`config.mk`:
```
export PLATFORM = sky130hd
export DESIGN_NAME = stack_pointer_16
export DESIGN_NICKNAME = d
export VERILOG_FILES = /design/src/rtl/stack_pointer_16_pkg.sv /design/src/rtl/decrementor_16.sv /design/src/rtl/stack_pointer_16.sv
export SDC_FILE = /design/constraint.sdc
export NUM_CORES = 1
export LEC_CHECK = 0
export CAP_MARGIN = 15
export CORE_UTILIZATION = 51
export DETAILED_ROUTE_END_ITERATION = 8
export PLACE_DENSITY = 0.92
export REMOVE_ABC_BUFFERS = 1
export SYNTH_ARGS = -nofsm -noshare
export SYNTH_HDL_FRONTEND = slang
export SYNTH_SLANG_ARGS = --single-unit
```
`constraint.sdc`:
```
create_clock -name CLK -period 9.7 [get_ports CLK]
set_input_delay 1.455 -clock CLK [delete_from_list [all_inputs] [get_ports CLK]]
set_output_delay 1.455 -clock CLK [all_outputs]
set_load 0.03 [all_outputs]
```
`src/rtl/stack_pointer_16_pkg.sv`:
```
// rtl/stack_pointer_16_pkg.sv - shared constants and op decode for the stack pointer
package stack_pointer_16_pkg;

  localparam logic [15:0] STACK_TOP_DEFAULT   = 16'hFFFF;
  localparam int          STACK_DEPTH_DEFAULT = 256;

  typedef enum logic [1:0] {
    OP_NONE = 2'd0,
    OP_PUSH = 2'd1,
    OP_POP  = 2'd2,
    OP_LOAD = 2'd3
  } sp_op_e;

  // Load beats push/pop; push and pop together collapse to a no-op.
  function automatic sp_op_e decode_op(input logic ld_en, input logic push, input logic pop);
    if (ld_en)              return OP_LOAD;
    else if (push && !pop)  return OP_PUSH;
    else if (pop && !push)  return OP_POP;
    else                    return OP_NONE;
  endfunction

endpackage

```
`src/rtl/decrementor_16.sv`:
```
// rtl/decrementor_16.sv - 16-bit half-subtractor borrow chain computing a - 1
module decrementor_16 (
  input  logic [15:0] a_i,
  output logic [15:0] d_o,
  output logic        bout_o
);

  logic [16:0] borrow;

  // Ripple a borrow from bit 0 upward; each stage is a half subtractor.
  always_comb begin
    borrow    = '0;
    d_o       = '0;
    borrow[0] = 1'b1;
    for (int i = 0; i < 16; i++) begin
      d_o[i]      = a_i[i] ^ borrow[i];
      borrow[i+1] = ~a_i[i] & borrow[i];
    end
    bout_o = borrow[16];
  end

endmodule

```
`src/rtl/stack_pointer_16.sv`:
```
// rtl/stack_pointer_16.sv - downward-growing stack pointer with memory strobes and sticky errors
module stack_pointer_16
  import stack_pointer_16_pkg::*;
#(
  parameter logic [15:0] STACK_TOP   = STACK_TOP_DEFAULT,
  parameter int          STACK_DEPTH = STACK_DEPTH_DEFAULT
) (
  input  logic        CLK,
  input  logic        RST_N,
  input  logic        PUSH,
  input  logic        POP,
  input  logic        LD_EN,
  input  logic [15:0] LD_VAL,
  input  logic        CLR_ERR,
  output logic [15:0] SP,
  output logic [15:0] MEM_ADDR,
  output logic        MEM_WE,
  output logic        MEM_RE,
  output logic [15:0] COUNT,
  output logic        FULL,
  output logic        EMPTY,
  output logic        OVF,
  output logic        UDF
);

  localparam logic [15:0] DEPTH16 = 16'(STACK_DEPTH);

  logic [15:0] sp_q, sp_d;
  logic [15:0] addr_q, addr_d;
  logic        we_q, we_d;
  logic        re_q, re_d;
  logic        ovf_q, ovf_d;
  logic        udf_q, udf_d;

  logic [15:0] sp_dec;
  logic [15:0] sp_inc;
  logic        unused_bout;
  sp_op_e      op;

  // Borrow-out is dropped: arithmetic wraps modulo 2^16.
  decrementor_16 u_dec (
    .a_i    (sp_q),
    .d_o    (sp_dec),
    .bout_o (unused_bout)
  );

  assign sp_inc = sp_q + 16'd1;
  assign COUNT  = STACK_TOP - sp_q;
  assign FULL   = (COUNT == DEPTH16);
  assign EMPTY  = (COUNT == 16'd0);
  assign op     = decode_op(LD_EN, PUSH, POP);

  // Next-state decode: strobes default low, address holds, errors are set-wins over clear.
  always_comb begin
    sp_d   = sp_q;
    addr_d = addr_q;
    we_d   = 1'b0;
    re_d   = 1'b0;
    ovf_d  = ovf_q & ~CLR_ERR;
    udf_d  = udf_q & ~CLR_ERR;
    case (op)
      OP_LOAD: sp_d = LD_VAL;
      OP_PUSH: begin
        if (FULL) begin
          ovf_d = 1'b1;
        end else begin
          addr_d = sp_q;
          we_d   = 1'b1;
          sp_d   = sp_dec;
        end
      end
      OP_POP: begin
        if (EMPTY) begin
          udf_d = 1'b1;
        end else begin
          addr_d = sp_inc;
          re_d   = 1'b1;
          sp_d   = sp_inc;
        end
      end
      default: ;
    endcase
  end

  // State register; synchronous reset overrides any request in the same cycle.
  always_ff @(posedge CLK) begin
    if (!RST_N) begin
      sp_q   <= STACK_TOP;
      addr_q <= '0;
      we_q   <= 1'b0;
      re_q   <= 1'b0;
      ovf_q  <= 1'b0;
      udf_q  <= 1'b0;
    end else begin
      sp_q   <= sp_d;
      addr_q <= addr_d;
      we_q   <= we_d;
      re_q   <= re_d;
      ovf_q  <= ovf_d;
      udf_q  <= udf_d;
    end
  end

  assign SP       = sp_q;
  assign MEM_ADDR = addr_q;
  assign MEM_WE   = we_q;
  assign MEM_RE   = re_q;
  assign OVF      = ovf_q;
  assign UDF      = udf_q;

endmodule

```
# After elaboration in Yosys (flattened, before gate mapping)
# Index checks and enable logic that the tools add are counted.
[totals] regBits=36 input_bits=22 out_inout_bits=54 wordCells=86
[classes] n_addsub=2 n_eq_ne=6 muxes=14 bitwise_logic=47 n_reduce_logical=11
[op_table] cell="$mux W16" count=3
[op_table] cell="$pmux W16 S3" count=1
[op_table] cell="$pmux W16 S2" count=1
[op_table] cell="$add A16 B1 Y16 const B" count=1
[op_table] cell="$and A1 B1 Y1" count=16
[op_table] cell="$eq A16 B9 Y1 const B" count=1
[op_table] cell="$logic_not A16 Y1" count=1
[op_table] cell="$not A1 Y1" count=16
[op_table] cell="$sub A16 B16 Y16 const A" count=1
[op_table] cell="$xor A1 B1 Y1" count=15
[op_table] cell="$mux W1" count=6
[op_table] cell="$mux W2" count=3
[op_table] cell="$reduce_and A3 Y1" count=2
[op_table] cell="$eq A2 B2 Y1 const B" count=2
[op_table] cell="$ne A2 B2 Y1 const B" count=2
[op_table] cell="$reduce_and A2 Y1" count=2
[op_table] cell="$reduce_bool A3 Y1" count=1
[op_table] cell="$eq A2 B1 Y1 const B" count=1
[op_table] cell="$logic_and A1 B1 Y1" count=2
[op_table] cell="$logic_not A1 Y1" count=2
[op_table] cell="$reduce_bool A2 Y1" count=1

# Depth between registers and ports, before layout
# Gate-level depths: netlist (run 1).
[logic_depth] depth_word=18 depth_mapped=19 depth_no_buf=19

# By module
# From an unflattened synthesis (run 1), not the netlist that was laid out.
[hier_totals] cells_unflattened=333 hier_area_um2=2658.8
[modules_own_cells] mod="stack_pointer_16" instances=1 cells_each=287 area_per_inst_um2=2354.8 seq_area_each_um2=720.7
[modules_own_cells] mod="decrementor_16" instances=1 cells_each=46 area_per_inst_um2=304.0 seq_area_each_um2=0.0

# Least setup slack after synthesis (run 1)
# No wires, ideal clock.
[synth_path] path_type="register -> register" start="reg sp_q[0], in the netlist SP[0]" end="reg sp_q[15], in the netlist SP[15]" setup_time_ns=0.122 t_arrival_ns=3.953 t_required_ns=9.578 slack_ns=5.626 path_stages_with_launch=19 n_path_buf=0 period_less_slack_ns=4.074 path_cell_list="dfxtp_1 inv_1 ha_1 ha_1 ha_1 ha_1 ha_1 ha_1 ha_1 ha_1 ha_1 ha_1 ha_1 ha_1 ha_1 ha_1 a211oi_1 a31oi_1 o311a_1"
[synth_between] elab_cells_between_ends=26 classes_between="add/sub: 2; eq/ne: 3; mux: 3; bitwise: 16; reduce/logical: 2"
[synth_lines] element="from (decl)" line="stack_pointer_16.sv:28" text="logic [15:0] sp_q, sp_d;"
[synth_lines] element="from (signal assigned)" line="stack_pointer_16.sv:95" text="sp_q <= sp_d;"
[synth_lines] element="$sub A16 B16 Y16 *" line="stack_pointer_16.sv:48" text="assign COUNT = STACK_TOP - sp_q;"
[synth_lines] element="via COUNT[0]" line="stack_pointer_16.sv:19" text="output logic [15:0] COUNT,"
[synth_lines] element="$eq A16 B9 Y1 / $logic_not A16 Y1 (equally long branches)" line="stack_pointer_16.sv:49, stack_pointer_16.sv:50"
[synth_lines] element="$ne A2 B2 Y1 (no line)"
[synth_lines] element="$reduce_and A3 Y1 (no line) *"
# The timed path passes the listed nets; every way through them passes the cells marked *. The select of a mux whose other input is x is not followed.
# A chain may end at the register's enable or synchronous reset.

# Final worst setup path (run 1)
[layout_path] start="in POP" end="reg addr_q[1], in the netlist MEM_ADDR[1]"
[layout_between] elab_chain_len=7 elab_cells_between_ends=13 classes_between="eq/ne: 4; mux: 4; reduce/logical: 5"
[layout_rtl] element="from (decl)" line="stack_pointer_16.sv:11" text="input logic POP,"
[layout_rtl] element="$logic_and A1 B1 Y1 / $logic_not A1 Y1 (equally long branches)" line="stack_pointer_16_pkg.sv:18, stack_pointer_16_pkg.sv:17"
[layout_rtl] element="$mux W2 / $logic_and A1 B1 Y1 (equally long branches)" line="stack_pointer_16_pkg.sv:18, stack_pointer_16_pkg.sv:17"
[layout_rtl] element="$mux W2 *" line="stack_pointer_16_pkg.sv:17" text="else if (push && !pop) return OP_PUSH;"
[layout_rtl] element="$mux W2 *" line="stack_pointer_16_pkg.sv:16" text="if (ld_en) return OP_LOAD;"
[layout_rtl] element="$eq A2 B2 Y1 / $eq A2 B1 Y1 (equally long branches)" line="stack_pointer_16.sv:61" text="case (op)"
[layout_rtl] element="$ne A2 B2 Y1 (no line) / $reduce_bool A2 Y1 (equally long branches)"
[layout_rtl] element="$reduce_and A3 Y1 (no line)"
[layout_rtl] element="to (signal assigned)" line="stack_pointer_16.sv:96" text="addr_q <= addr_d;"
[layout_rtl] element="to (decl)" line="stack_pointer_16.sv:29" text="logic [15:0] addr_q, addr_d;"
# Mark *: on every way between the ends. The rest lies on a longest branch, timed or not.

==> impl_metrics.tcl, run 1 <==
set metrics [dict create \
    status "complete, no violations" \
    cts_buffer_depth 2 \
    fmax_mhz 235 \
    cp_cell_sequence "clkdlybuf4s50_1, inv_1, a21oi_1, inv_1, ha_1, inv_1, o21ai_0, a21oi_2, buf_4, o211ai_1, o211a_1" \
    cp.required_ns 9.88 \
    area_growth_pct 30.8 \
    slew_headroom 0.437 \
    h-tree-depth 2 \
    cts_tree "yes" \
    synth_cells 296 \
    die_w_um 72.4 \
    ys.flop_type "dfxtp_1" \
    avgSynthCellArea_um2 8.54 \
    max_slew.worst_pin.slew_ns 0.845 \
    numPortBuffers 75 \
    nets 398 \
    antenna_found_initial 0 \
    grt_max_degree 39 \
    period_needed_ns 4.26 \
    avgRoutedWirePerCell_um 15.2 \
    grtUsageTotal 0.263 \
    syn_area_um2 2530 \
    synth_seq_cells 36 \
    ctsResizeCount 0 \
    root_buffer "clkbuf_8" \
    endpoint_kind "register" \
    via_per_inst 5.70 \
    drv_slew 0 \
    place_congestion 0.883 \
    drt_wl_total_um 6460 \
    power.total_uw 537 \
    clk_pin_slew_ns 0.07 \
    die-area_um2 5240 \
    start_util 0.532 \
    cts_setup_buffers 0 \
    leakagePower_uw 0.00144 \
    setup_viol 0 \
    cts.sinks 36 \
    cp_common_cell "inv_1" \
    ys.warnings.count 0 \
    async_reset_ff_frac 0 \
    insertion_delay_ns 0.30 \
    setup_tns_ns 0 \
    final_cell_mix "clkdlybuf4s50_1 (75), dfxtp_1 (36), inv_1 (25), nand2_1 (25), xnor2_1 (22)" \
    cp_data_arrival_time_ns 4.45 \
    cts_made_buffers 5 \
    hp-class "register to register" \
    place_hpwl_um 4610 \
    postCtsHoldBufs 0 \
    path_class "primary input to register" \
    dr.pass1.iters 4 \
    gr-total-overflow 0 \
    hold_viol 0 \
    num_vias 2416 \
    synth-seq-area-share 0.285 \
    synth-edff-count 0 \
    fin_crit_sh 0.440 \
    num_rows 25 \
    synth_cell_types 46 \
    insertedDiodeCount 0 \
    ant_nets 0 \
    final_common_cell "clkdlybuf4s50_1" \
    drive_gt1_frac 0.0616 \
    finalClockSkew_ns 0.00865 \
    first_global_vias 2324 \
    critPathSlowestCell "a21oi_2" \
    ios 76 \
    drt_iter0_drc 168 \
    peakVddDrop_mv 0.107 \
    grt_setup_unrepaired "no" \
    grt_pass1_wl_um 10800 \
    max_stage_delay_ns 0.57 \
    fp.dieH_um 72.4 \
    max_cap_violations 0 \
    crit_path_max_fanout 18 \
    powerDensity_nw_per_um2 162 \
    startpoint_type "primary input" \
    core_area_um2 4750 \
    drc 0 \
]
-- path summary, 6_finish.rpt --
check	cells after the start	from	slack [ns]	end
setup / recovery	11	POP	5.44	MEM_ADDR[1]$_SDFFE_PN0P_
hold / removal	1	MEM_ADDR[7]$_SDFFE_PN0P_	0.51	MEM_ADDR[7]$_SDFFE_PN0P_
setup reg to reg	18	SP[0]$_SDFFE_PN1P_	5.67	SP[15]$_SDFFE_PN1P_
hold reg to reg	1	MEM_ADDR[7]$_SDFFE_PN0P_	0.51	MEM_ADDR[7]$_SDFFE_PN0P_
-- stage by stage --
stage                     hold WS (ns)  cell area (µm²)   util  instances  setup WS [ns]
after floorplan                  0.655             2380      -        273           5.63
after global placement           0.481             3230  0.679        417           5.36
after detailed placement         0.491             3230  0.679        417           5.20
after CTS                        0.511             3310  0.696        424           5.47
final                            0.508             3310  0.696        424           5.44
after global routing             0.523             3310  0.696        424           5.15
-- critical path, delay by kind of cell --
kind / cells / cell delay [ns]
compound gates: 5 / 1.38
buf+inv: 5 / 1.27
fa+ha+maj: 1 / 0.32
-- logic make-up after synthesis --
group / Yosys count / share of synthesized area
flops: 36 / 0.285
xor+xnor: 22 / 0.0762
fa+ha+maj: 19 / 0.0941
simple gates: 84 / 0.195
buf+inv: 48 / 0.0955
compound gates: 87 / 0.254
-- synthesized netlist by cell type (2+ instances only) --
library cell   n  share of area
nand3_1       12          0.024
a2bb2oi_1      3          0.010
o21a_1         4          0.012
o211ai_1       6          0.018
o21ai_1        2         0.0040
nor4_4         2          0.017
clkbuf_1       9          0.013
a21oi_1       15          0.030
a21o_1         2         0.0059
xnor2_1       22          0.076
nand2b_1       7          0.017
nor3_1         6          0.012
a31oi_1        2         0.0049
inv_1         25          0.037
o21ai_0       19          0.038
buf_6          6          0.027
ha_1          19          0.094
a221oi_1       2         0.0069
nor2_1         9          0.013
nor2b_1        4         0.0099
and2_1         2         0.0049
o41ai_1        2         0.0069
nand2_1       25          0.037
o221ai_1       6          0.021
nand4_1        4         0.0099
o211a_1       12          0.048
a211oi_1       3         0.0089
buf_4          3         0.0089
o221a_2        3          0.013
dfxtp_1       36           0.29
buf_2          4         0.0079
a21oi_2        2         0.0069
nor4_1         5          0.012
-- power by group --
group | internal (µW) | total [µW] | switching, µW
clock | 48.8 | 103 | 53.9
sequential | 166 | 190 | 23.8
combinational | 101 | 244 | 143
-- flip-flops by register name, indices dropped and copies added, names as in the netlist --
| name | cells |
|---|---|
| MEM_WE | 1 |
| UDF | 1 |
| MEM_RE | 1 |
| OVF | 1 |
| SP | 16 |
| MEM_ADDR | 16 |
-- layout make-up --
class                      instances  area [µm²]
clock inverter                     1        5.00
inverter                          25        93.8
timing repair buffer              77         766
sequential                        36         721
clock buffer                       6        72.6
tap                               67        83.8
fill                             390        1450
multi-input combinational        212        1570
-- metal layers --
| metal | wire length [µm] | global-route usage | share of wire |
|---|---|---|---|
| met5 | 0 | 0 | 0 |
| met4 | 152 | 0.113 | 0.024 |
| met3 | 379 | 0.0528 | 0.059 |
| met2 | 3210 | 0.454 | 0.50 |
| met1 | 2720 | 0.318 | 0.42 |
(Power assumes the default switching activity.)
==> run 2, diff against run 1 <==
--- a/config.mk
+++ b/config.mk
@@ -6,9 +6,9 @@
 export NUM_CORES = 1
 export LEC_CHECK = 0
 export CAP_MARGIN = 15
-export CORE_UTILIZATION = 51
+export CORE_UTILIZATION = 43
 export DETAILED_ROUTE_END_ITERATION = 8
-export PLACE_DENSITY = 0.92
+export PLACE_DENSITY = 0.83
 export REMOVE_ABC_BUFFERS = 1
 export SYNTH_ARGS = -nofsm -noshare
 export SYNTH_HDL_FRONTEND = slang
==> constraint.sdc (replaced) <==
create_clock -name CLK -period 3.9 [get_ports CLK]
set_input_delay 0.585 -clock CLK [delete_from_list [all_inputs] [get_ports CLK]]
set_output_delay 0.585 -clock CLK [all_outputs]
set_load 0.03 [all_outputs]
==> run 2 against run 1 <==
Count of clock-buffer cells in the layout is 1 higher. Global-route usage decreased by 3.7 points. Register-to-register slack worse by 5.5 ns. Critical path depth grew 8. First-iteration DRC count fell by 17%. Via count increased by 2.4%.
==> impl_metrics.tcl, run 2 (synthesized netlist as in run 1, its figures left out) <==
set metrics [dict create \
    ios 76 \
    power_frac_clock 0.212 \
    cts_buffer_depth 2 \
    final_cell_mix "clkdlybuf4s50_1 (75), dfxtp_1 (35), inv_1 (25), nand2_1 (25), xnor2_1 (22)" \
    insertion_delay_ns 0.30 \
    rrSetupSlack_ns 0.19 \
    grt_pass1_wl_um 10900 \
    startpoint_type "register" \
    fp.dieH_um 78.7 \
    h-tree-depth 2 \
    nets 405 \
    place_congestion 0.863 \
    cts_made_buffers 5 \
    grtUsageTotal 0.226 \
    start_util 0.453 \
    core_area_um2 5570 \
    via_per_inst 5.67 \
    intPower_uw 836 \
    leakagePower_uw 0.00148 \
    fmax_mhz 270 \
    max_cap_violations 0 \
    ant_nets 0 \
    max_slew.worst_pin.slew_ns 0.919 \
    drt_iter0_drc 140 \
    avgRoutedWirePerCell_um 15.1 \
    drv_slew 0 \
    fin_crit_sh 0.951 \
    comb_power_share 0.458 \
    crit_path_max_fanout 4 \
    dp_slack_ns 0.180 \
    num-fill-cells 514 \
    root_buffer "clkbuf_8" \
    num_vias 2474 \
    cts_setup_buffers 0 \
    dpl.cell_count 429 \
    peakVddDrop_mv 0.269 \
    cp.required_ns 4.02 \
    timing.final.ws_setup_ns 0.191 \
    slew_headroom 0.385 \
    finalClockSkew_ns 0.00811 \
    grt_setup_unrepaired "no" \
    powerDensity_nw_per_um2 409 \
    status "complete, no violations" \
    period_needed_ns 3.71 \
    swShare 0.399 \
    cp_common_cell "ha_1" \
    setup_viol 0 \
    cp_cell_sequence "inv_1, ha_1, ha_1, ha_1, ha_1, ha_1, ha_1, ha_1, ha_1, ha_1, ha_1, ha_1, ha_1, ha_1, ha_1, o21a_1, nand3_1, a31oi_1, o21ai_0" \
    hp-class "register to register" \
    dr.pass1.iters 4 \
    path_class "register to register" \
    area_growth_pct 34.7 \
    antenna_found_initial 0 \
    final_common_cell "clkdlybuf4s50_1" \
    hold_viol 0 \
    gr-total-overflow 0 \
    max_stage_delay_ns 0.33 \
    power_switching_uw 556 \
    drt_wl_total_um 6610 \
    first_global_vias 2338 \
    power.total_uw 1390 \
    insertedDiodeCount 0 \
    clk_pin_slew_ns 0.07 \
    cts.sinks 36 \
    grt_max_degree 27 \
    finalNonFillerCells 436 \
    cts_tree "yes" \
    num_rows 27 \
    place_hpwl_um 4800 \
    critPathSlowestCell "dfxtp_2" \
    die_w_um 78.7 \
    drive_gt1_frac 0.0879 \
    cp_data_arrival_time_ns 3.83 \
    endpoint_kind "register" \
    drc 0 \
    numPortBuffers 75 \
    die-area_um2 6190 \
    seqPwrFrac 0.329 \
]
## run 2: layout make-up
class,instances,area [µm²],share of cell area
multi-input cells,212,1570,0.461
repair buffers,84,831,0.244
flip-flops and latches,36,722,0.212
clock buffers,7,96.3,0.0283
inverters,25,93.8,0.0276
well taps,72,90.1,0.0265
## run 2: what timing repair did
item / CTS / global route
hold endpoints to repair: 0 / 0
endpoints found under the setup margin: 0 / 2
hold buffers: 0 / 0
resized for setup: 0 / 2
## run 2: routing by layer
layer  up-vias  global-route usage  wire length, µm
met4         0              0.0759              118
li1       1189                   -                -
met1      1193               0.257             2850
met5         -                   0                0
met3        13              0.0523              349
met2        79               0.411             3290
## run 2: worst max-delay path, delay by kind of cell, from the launching register on
| kind | cells | cell delay [ns] |
|---|---|---|
| simple gates | 1 | 0.08 |
| fa+ha+maj | 14 | 2.64 |
| buf+inv | 1 | 0.07 |
| flops | 1 | 0.33 |
| compound gates | 3 | 0.40 |
## run 2: path summary, 6_finish.rpt
check | cells after the start | start | to
min reg2reg | 1 | MEM_ADDR[7]$_SDFFE_PN0P_ | MEM_ADDR[7]$_SDFFE_PN0P_
max | 19 | SP[0]$_SDFFE_PN1P_ | SP[14]$_SDFFE_PN1P_
max reg2reg | 19 | SP[0]$_SDFFE_PN1P_ | SP[14]$_SDFFE_PN1P_
min | 1 | MEM_ADDR[7]$_SDFFE_PN0P_ | MEM_ADDR[7]$_SDFFE_PN0P_
## run 2: power by group through the flow
stage / Combinational, µW / Clock [µW] / Sequential [µW]
final: 638 / 296 / 459
after global routing: 684 / 311 / 467
after CTS: 639 / 302 / 458
after detailed placement: 636 / 0 / 466
after global placement: 626 / 0 / 464
after floorplan: 299 / 0 / 559
## run 2: metrics by stage
step                hold WS, ns  instance area, µm²  utilization  TNS [ns]
finish                    0.500                3400        0.611         0
floorplan                 0.651                2380            -    -0.287
CTS                       0.502                3400        0.609         0
global route              0.519                3400        0.611         0
detailed placement        0.485                3300        0.592         0
global placement          0.478                3300        0.592         0
